[src/rtl/bird_datapath.sv]
// rtl/bird_datapath.sv - bird sprite position, scan and flight datapath for the VGA adapter
//
// Optional feature: define BIRD_SPRITE_MASK_EN to draw the bird through an 8x8 mask ROM.
// Without it, DRAW paints a solid 8x8 square.
//
// Ports:
//   clk          system clock, rising edge
//   reset_n      asynchronous active-low reset
//   STATE[3:0]   control state code from the bird controller
//   x[7:0]       pixel column, y[6:0] pixel row, colour[2:0] pixel colour
//   plot         write-enable for (x,y,colour)
//   doneDrawing  current CLEAR/DRAW scan has covered all 64 pixels
//   flying       bird is falling (shot) or escaping
module bird_datapath #(
    parameter logic [7:0] SPAWN_X  = 8'd76,
    parameter logic [6:0] SPAWN_Y  = 7'd100,
    parameter logic [6:0] FLY_STEP = 7'd2
) (
    input  logic       clk,
    input  logic       reset_n,
    input  logic [3:0] STATE,
    output logic [7:0] x,
    output logic [6:0] y,
    output logic [2:0] colour,
    output logic       plot,
    output logic       doneDrawing,
    output logic       flying
);

    localparam logic [3:0] S_PREHOLD    = 4'b0100;
    localparam logic [3:0] S_CLEAR      = 4'b0001;
    localparam logic [3:0] S_UP_RIGHT   = 4'b0011;
    localparam logic [3:0] S_UP_LEFT    = 4'b0010;
    localparam logic [3:0] S_DOWN_RIGHT = 4'b0110;
    localparam logic [3:0] S_DOWN_LEFT  = 4'b0111;
    localparam logic [3:0] S_DRAW       = 4'b0101;
    localparam logic [3:0] S_SHOT       = 4'b1000;
    localparam logic [3:0] S_ESCAPE     = 4'b1001;

    localparam logic [7:0] X_MAX = 8'd152;
    localparam logic [6:0] Y_MAX = 7'd112;

`ifdef BIRD_SPRITE_MASK_EN
    // Bit index = row*8 + column; row 0 is the sprite's top line.
    localparam logic [63:0] SPRITE_MASK = 64'h1824_7EFF_FF7E_3C18;
`endif

    logic [7:0] bx_q, bx_d;
    logic [6:0] by_q, by_d;
    logic       flying_q, flying_d;
    logic       falling_q, falling_d;
    logic [6:0] cnt_q, cnt_d;
    logic [3:0] prev_q;

    logic       entry;
    logic [6:0] idx;
    logic       scan_state;
    logic       done_int;
    logic [7:0] fall_sum;
    logic       plot_c;
    logic [7:0] x_c;
    logic [6:0] y_c;
    logic [2:0] colour_c;

    always_comb begin
        entry      = (STATE != prev_q);
        // The entry cycle itself is index 0, so the counter value is ignored there.
        idx        = entry ? 7'd0 : cnt_q;
        scan_state = (STATE == S_CLEAR) || (STATE == S_DRAW);
        done_int   = scan_state && idx[6];
        cnt_d      = idx[6] ? idx : idx + 7'd1;
        fall_sum   = {1'b0, by_q} + {1'b0, FLY_STEP};
    end

    always_comb begin
        bx_d      = bx_q;
        by_d      = by_q;
        flying_d  = flying_q;
        falling_d = falling_q;
        case (STATE)
            S_UP_RIGHT, S_UP_LEFT, S_DOWN_RIGHT, S_DOWN_LEFT: begin
                // Move once per entry even if the controller lingers in the state.
                if (entry) begin
                    if (STATE[0]) begin
                        if (STATE == S_UP_RIGHT)
                            bx_d = (bx_q >= X_MAX) ? X_MAX : bx_q + 8'd1;
                        else
                            bx_d = (bx_q == 8'd0) ? 8'd0 : bx_q - 8'd1;
                    end else begin
                        if (STATE == S_UP_LEFT)
                            bx_d = (bx_q == 8'd0) ? 8'd0 : bx_q - 8'd1;
                        else
                            bx_d = (bx_q >= X_MAX) ? X_MAX : bx_q + 8'd1;
                    end
                    if (STATE[2])
                        by_d = (by_q >= Y_MAX) ? Y_MAX : by_q + 7'd1;
                    else
                        by_d = (by_q == 7'd0) ? 7'd0 : by_q - 7'd1;
                end
            end
            S_SHOT: begin
                flying_d  = 1'b1;
                falling_d = 1'b1;
            end
            S_ESCAPE: begin
                flying_d  = 1'b1;
                falling_d = 1'b0;
            end
            S_CLEAR: begin
                // Flight advances one step per cycle once the old sprite is erased.
                if (done_int && flying_q) begin
                    if ((falling_q && fall_sum >= {1'b0, Y_MAX}) ||
                        (!falling_q && by_q < FLY_STEP)) begin
                        flying_d  = 1'b0;
                        falling_d = 1'b0;
                        bx_d      = SPAWN_X;
                        by_d      = SPAWN_Y;
                    end else if (falling_q) begin
                        by_d = fall_sum[6:0];
                    end else begin
                        by_d = by_q - FLY_STEP;
                    end
                end
            end
            default: ;
        endcase
    end

    always_ff @(posedge clk or negedge reset_n) begin
        if (!reset_n) begin
            bx_q      <= SPAWN_X;
            by_q      <= SPAWN_Y;
            flying_q  <= 1'b0;
            falling_q <= 1'b0;
            cnt_q     <= 7'd0;
            prev_q    <= S_PREHOLD;
        end else begin
            bx_q      <= bx_d;
            by_q      <= by_d;
            flying_q  <= flying_d;
            falling_q <= falling_d;
            cnt_q     <= cnt_d;
            prev_q    <= STATE;
        end
    end

    always_comb begin
        plot_c   = scan_state && !idx[6];
`ifdef BIRD_SPRITE_MASK_EN
        if (STATE == S_DRAW)
            plot_c = plot_c && SPRITE_MASK[idx[5:0]];
`endif
        x_c      = scan_state ? bx_q + {5'd0, idx[2:0]} : 8'd0;
        y_c      = scan_state ? by_q + {4'd0, idx[5:3]} : 7'd0;
        colour_c = 3'b000;
        if (STATE == S_CLEAR)
            colour_c = 3'b011;
        else if (STATE == S_DRAW)
            colour_c = falling_q ? 3'b100 : 3'b110;
    end

    // Outputs are combinational, so reset must also force them low directly.
    assign plot        = reset_n && plot_c;
    assign doneDrawing = reset_n && done_int;
    assign x           = reset_n ? x_c : 8'd0;
    assign y           = reset_n ? y_c : 7'd0;
    assign colour      = reset_n ? colour_c : 3'b000;
    assign flying      = flying_q || (STATE == S_SHOT) || (STATE == S_ESCAPE);

endmodule
[config.mk]
export PLATFORM = sky130hd
export DESIGN_NAME = bird_datapath
export DESIGN_NICKNAME = d
export VERILOG_FILES = /design/src/rtl/bird_datapath.sv
export SDC_FILE = /design/constraint.sdc
export NUM_CORES = 1
export LEC_CHECK = 0
export BUFFER_PORTS_ARGS = -buffer_cell sky130_fd_sc_hd__buf_2
export CAP_MARGIN = 10
export CORE_MARGIN = 4
export CORE_UTILIZATION = 48
export CTS_CLUSTER_SIZE = 30
export DETAILED_ROUTE_END_ITERATION = 8
export GPL_ROUTABILITY_DRIVEN = 0
export GPL_TIMING_DRIVEN = 0
export PLACE_DENSITY = 0.64
export SETUP_SLACK_MARGIN = 0.15
export SYNTH_ARGS = -nofsm -noshare
export SYNTH_HDL_FRONTEND = slang
export SYNTH_SLANG_ARGS = --single-unit
[constraint.sdc]
create_clock -name clk -period 2.9 [get_ports clk]
set_clock_uncertainty 0.05 [all_clocks]
set_input_delay 0.145 -clock clk [delete_from_list [all_inputs] [get_ports clk]]
set_output_delay 0.145 -clock clk [all_outputs]
set_load 0.01 [all_outputs]
==> impl_metrics.json <==
{
  "outcome": "completed",
  "hold_viol": 0,
  "synth_area_sq_mm": 0.00272,
  "holdPathStages": 1,
  "final_util": 0.599,
  "crit_fanout": 7,
  "cts_max_level": 1,
  "drt-pass1-iter-count": 5,
  "grt_first_pass_wirelength_um": 12000,
  "n_fill_cell": 517,
  "grt_start_max_net_pins": 22,
  "syn_nets": 349,
  "track_usage": 0.209,
  "ys_seq_elements": 28,
  "fmax_mhz": 350,
  "tightest_slew_ns": 1.01,
  "post-route-drc-count": 0,
  "maxCapViolCount": 0,
  "worstRegToRegCells": 7,
  "root_buffer": "clkbuf_8",
  "multiInputGateArea_sq_mm": 0.00197,
  "peakVddDrop_mv": 0.387,
  "die_w_um": 83.3,
  "antennaDiodeCount": 0,
  "synth_xor_area_frac": 0.0832,
  "p_leak_nw": 1.36,
  "ios": 27,
  "postPlaceCellArea_sq_mm": 0.00294,
  "die_h_um": 83.3,
  "synth_top_family_by_area": "simple AND/OR/NAND/NOR gates",
  "start_kind": "flop",
  "layout.nets": 396,
  "cts_buffers": 3,
  "layout-drive-gt1-share": 0.283,
  "synth_flop_cell": "dfrtp_1",
  "path_class": "flop to output pin",
  "synth_fa_ha_area_frac": 0.0717,
  "synth-compound-area-share": 0.244,
  "routedWlPerCell_um": 16.3,
  "vias": 2583,
  "ant_nets": 0,
  "fin_crit_ns": 2.85,
  "arrival_ns": 2.66,
  "cts_max_path_buffers": 2,
  "start_util": 0.494,
  "drt_iter0_drc": 145,
  "post-route-cell-area_sq_mm": 0.00330,
  "reg2reg_to": "bx_q[7]$_DFFE_PN0P_",
  "endpoint_kind": "output pin",
  "cts_tree": "yes",
  "async_flop_share": 1.00,
  "ys_warn_count": 0,
  "area.growth.synth_to_final_pct": 21.1,
  "cts.sinks": 28,
  "seq_area_frac_synth": 0.261,
  "muxShareOfSynthArea": 0.0156,
  "io_buffers": 26,
  "cts.reportedPaths.clkPinSlew_ns": 0.10,
  "synth-edff-count": 0,
  "dp_hpwl_um": 5180,
  "fp.dieArea_sq_mm": 0.00694,
  "power.density_mw_per_mm2": 564,
  "hold_path_class": "primary input to flop",
  "synth_cells": 328,
  "routed_via_density": 5.79,
  "fin_crit_sh": 0.984,
  "core_area_sq_mm": 0.00551,
  "holdCritStartpoint": "STATE[1]",
  "totalWireLength_um": 7270,
  "synthSimpleGateAreaFrac": 0.260,
  "seq_area_sq_um": 709,
  "cp.required_ns": 2.71,
  "min_to": "prev_q[1]$_DFF_PN0_",
  "clk_latency_ns": 0.28,
  "maxSlewHeadroom": 0.322,
  "synth.avg_cell_area_sq_um": 8.30,
  "r2r-start": "by_q[2]$_DFFE_PN1P_",
  "slew_violations": 0,
  "mostFrequentLayoutCells": "buf_2 (31), nand2_1 (31), nor2_1 (30)",
  "grt_pass1_vias": 2485,
  "antenna_found_initial": 0,
  "rsz0062_at_grt": "yes",
  "num_rows": 27,
  "setup_violations": 0,
  "rrSetupSlack_ns": 0.53,
  "synth_cell_types": 74,
  "globalRouteOverflowTotal": 0
}
## per-stage QoR
stage	setup TNS [ns]	worst slack (ns)	hold WS [ns]	total power, mW	instances
3_3_place_gp	0	0.00676	0.173	1.45	426
3_5_place_dp	-0.182	-0.0873	0.174	1.47	426
4_1_cts	0	0.0106	0.0213	1.83	442
6_report	0	0.0457	0.0247	1.86	446
2_1_floorplan	0	0.344	-0.201	1.27	328
5_1_grt	-0.174	-0.0597	0.0209	2.02	446
## critical path: stages (launching register included)
cell,delay [ns]
dfstp_2,0.56
xnor2_2,0.12
and4_4,0.25
buf_8,0.12
and2_4,0.16
ha_4,0.20
and3_4,0.16
a221o_1,0.32
nand4_1,0.11
xor2_1,0.16
nor2_1,0.06
buf_2,0.16
## Yosys cell counts (2+ instances only)
| cell | instances | area [sq um] |
|---|---|---|
| and3_1 | 3 | 18.8 |
| clkbuf_1 | 11 | 41.3 |
| nand4_1 | 8 | 50.1 |
| nor2_1 | 30 | 113 |
| mux2_2 | 2 | 22.5 |
| a21boi_0 | 2 | 15.0 |
| mux2i_1 | 2 | 20.0 |
| o21a_1 | 6 | 45.0 |
| a31oi_1 | 5 | 31.3 |
| xnor2_1 | 16 | 140 |
| o221ai_1 | 2 | 17.5 |
| o22ai_1 | 3 | 18.8 |
| xor2_1 | 8 | 70.1 |
| ha_1 | 14 | 175 |
| nor2b_1 | 2 | 12.5 |
| dfstp_2 | 7 | 184 |
| inv_1 | 13 | 48.8 |
| buf_2 | 6 | 30.0 |
| dfrtp_1 | 21 | 526 |
| nor3_1 | 7 | 35.0 |
| nor4b_1 | 2 | 17.5 |
| a221o_1 | 2 | 20.0 |
| a2bb2oi_1 | 2 | 17.5 |
| or3_1 | 6 | 37.5 |
| nand3_1 | 11 | 55.1 |
| o21ai_0 | 18 | 90.1 |
| nand2_1 | 31 | 116 |
| a21o_1 | 4 | 30.0 |
| o2111ai_1 | 2 | 17.5 |
| buf_1 | 2 | 7.51 |
| o211ai_1 | 2 | 15.0 |
| a21oi_1 | 17 | 85.1 |
| nand2b_1 | 3 | 18.8 |
| buf_6 | 4 | 45.0 |
| o311ai_1 | 2 | 17.5 |
| and2_1 | 12 | 75.1 |
| a21oi_2 | 3 | 26.3 |
## report_power, final
| group | internal, mW | total, mW | switching, mW |
|---|---|---|---|
| Clock | 0.185 | 0.315 | 0.130 |
| Sequential | 0.480 | 0.576 | 0.0958 |
| Combinational | 0.384 | 0.970 | 0.586 |
## cell type report
type	instances	share of cell area
inverters	14	0.0159
clock buffers	3	0.0125
clock inverters	1	0.00911
flip-flops and latches	28	0.215
multi-input cells	263	0.599
well taps	72	0.0273
plain buffers	23	0.0417
repair buffers	42	0.0793
## per-layer routing
layer	global-route usage	vias to the layer above	wire [um]
met5	0	-	0
met4	0.0609	0	97
met3	0.0169	10	278
met2	0.373	61	3680
met1	0.268	1242	3220
li1	-	1270	-
## cell families after synthesis
logic type	count (synthesis)
simple gates	131
compound gates	88
buf+inv	37
flops	28
xor+xnor	25
fa+ha+maj	15
mux	4
## worst max path at each step
stage | startpoint | end | slack [ns]
after floorplan | prev_q[2]$_DFF_PN1_ | x[7] | 0.34
final | prev_q[2]$_DFF_PN1_ | y[6] | 0.05
after global routing | prev_q[2]$_DFF_PN1_ | y[6] | -0.06
after CTS | prev_q[2]$_DFF_PN1_ | y[6] | 0.01
after detailed placement | prev_q[2]$_DFF_PN1_ | x[5] | -0.09
after global placement | prev_q[2]$_DFF_PN1_ | x[7] | 0.007
## timing repair
item,in CTS,in global routing
setup endpoints to repair,12,11
cloned,0,0
pin swaps,13,11
gates resized for setup,20,14
hold buffers,4,0
hold endpoints to repair,23,0
buffers inserted,8,3
## sequential cells by signal, indices dropped and copies added, names as in the netlist
name       count
flying_q       1
cnt_q          7
falling_q      1
by_q           7
prev_q         4
bx_q           8
Note: power is estimated with default switching activity, not from simulation.
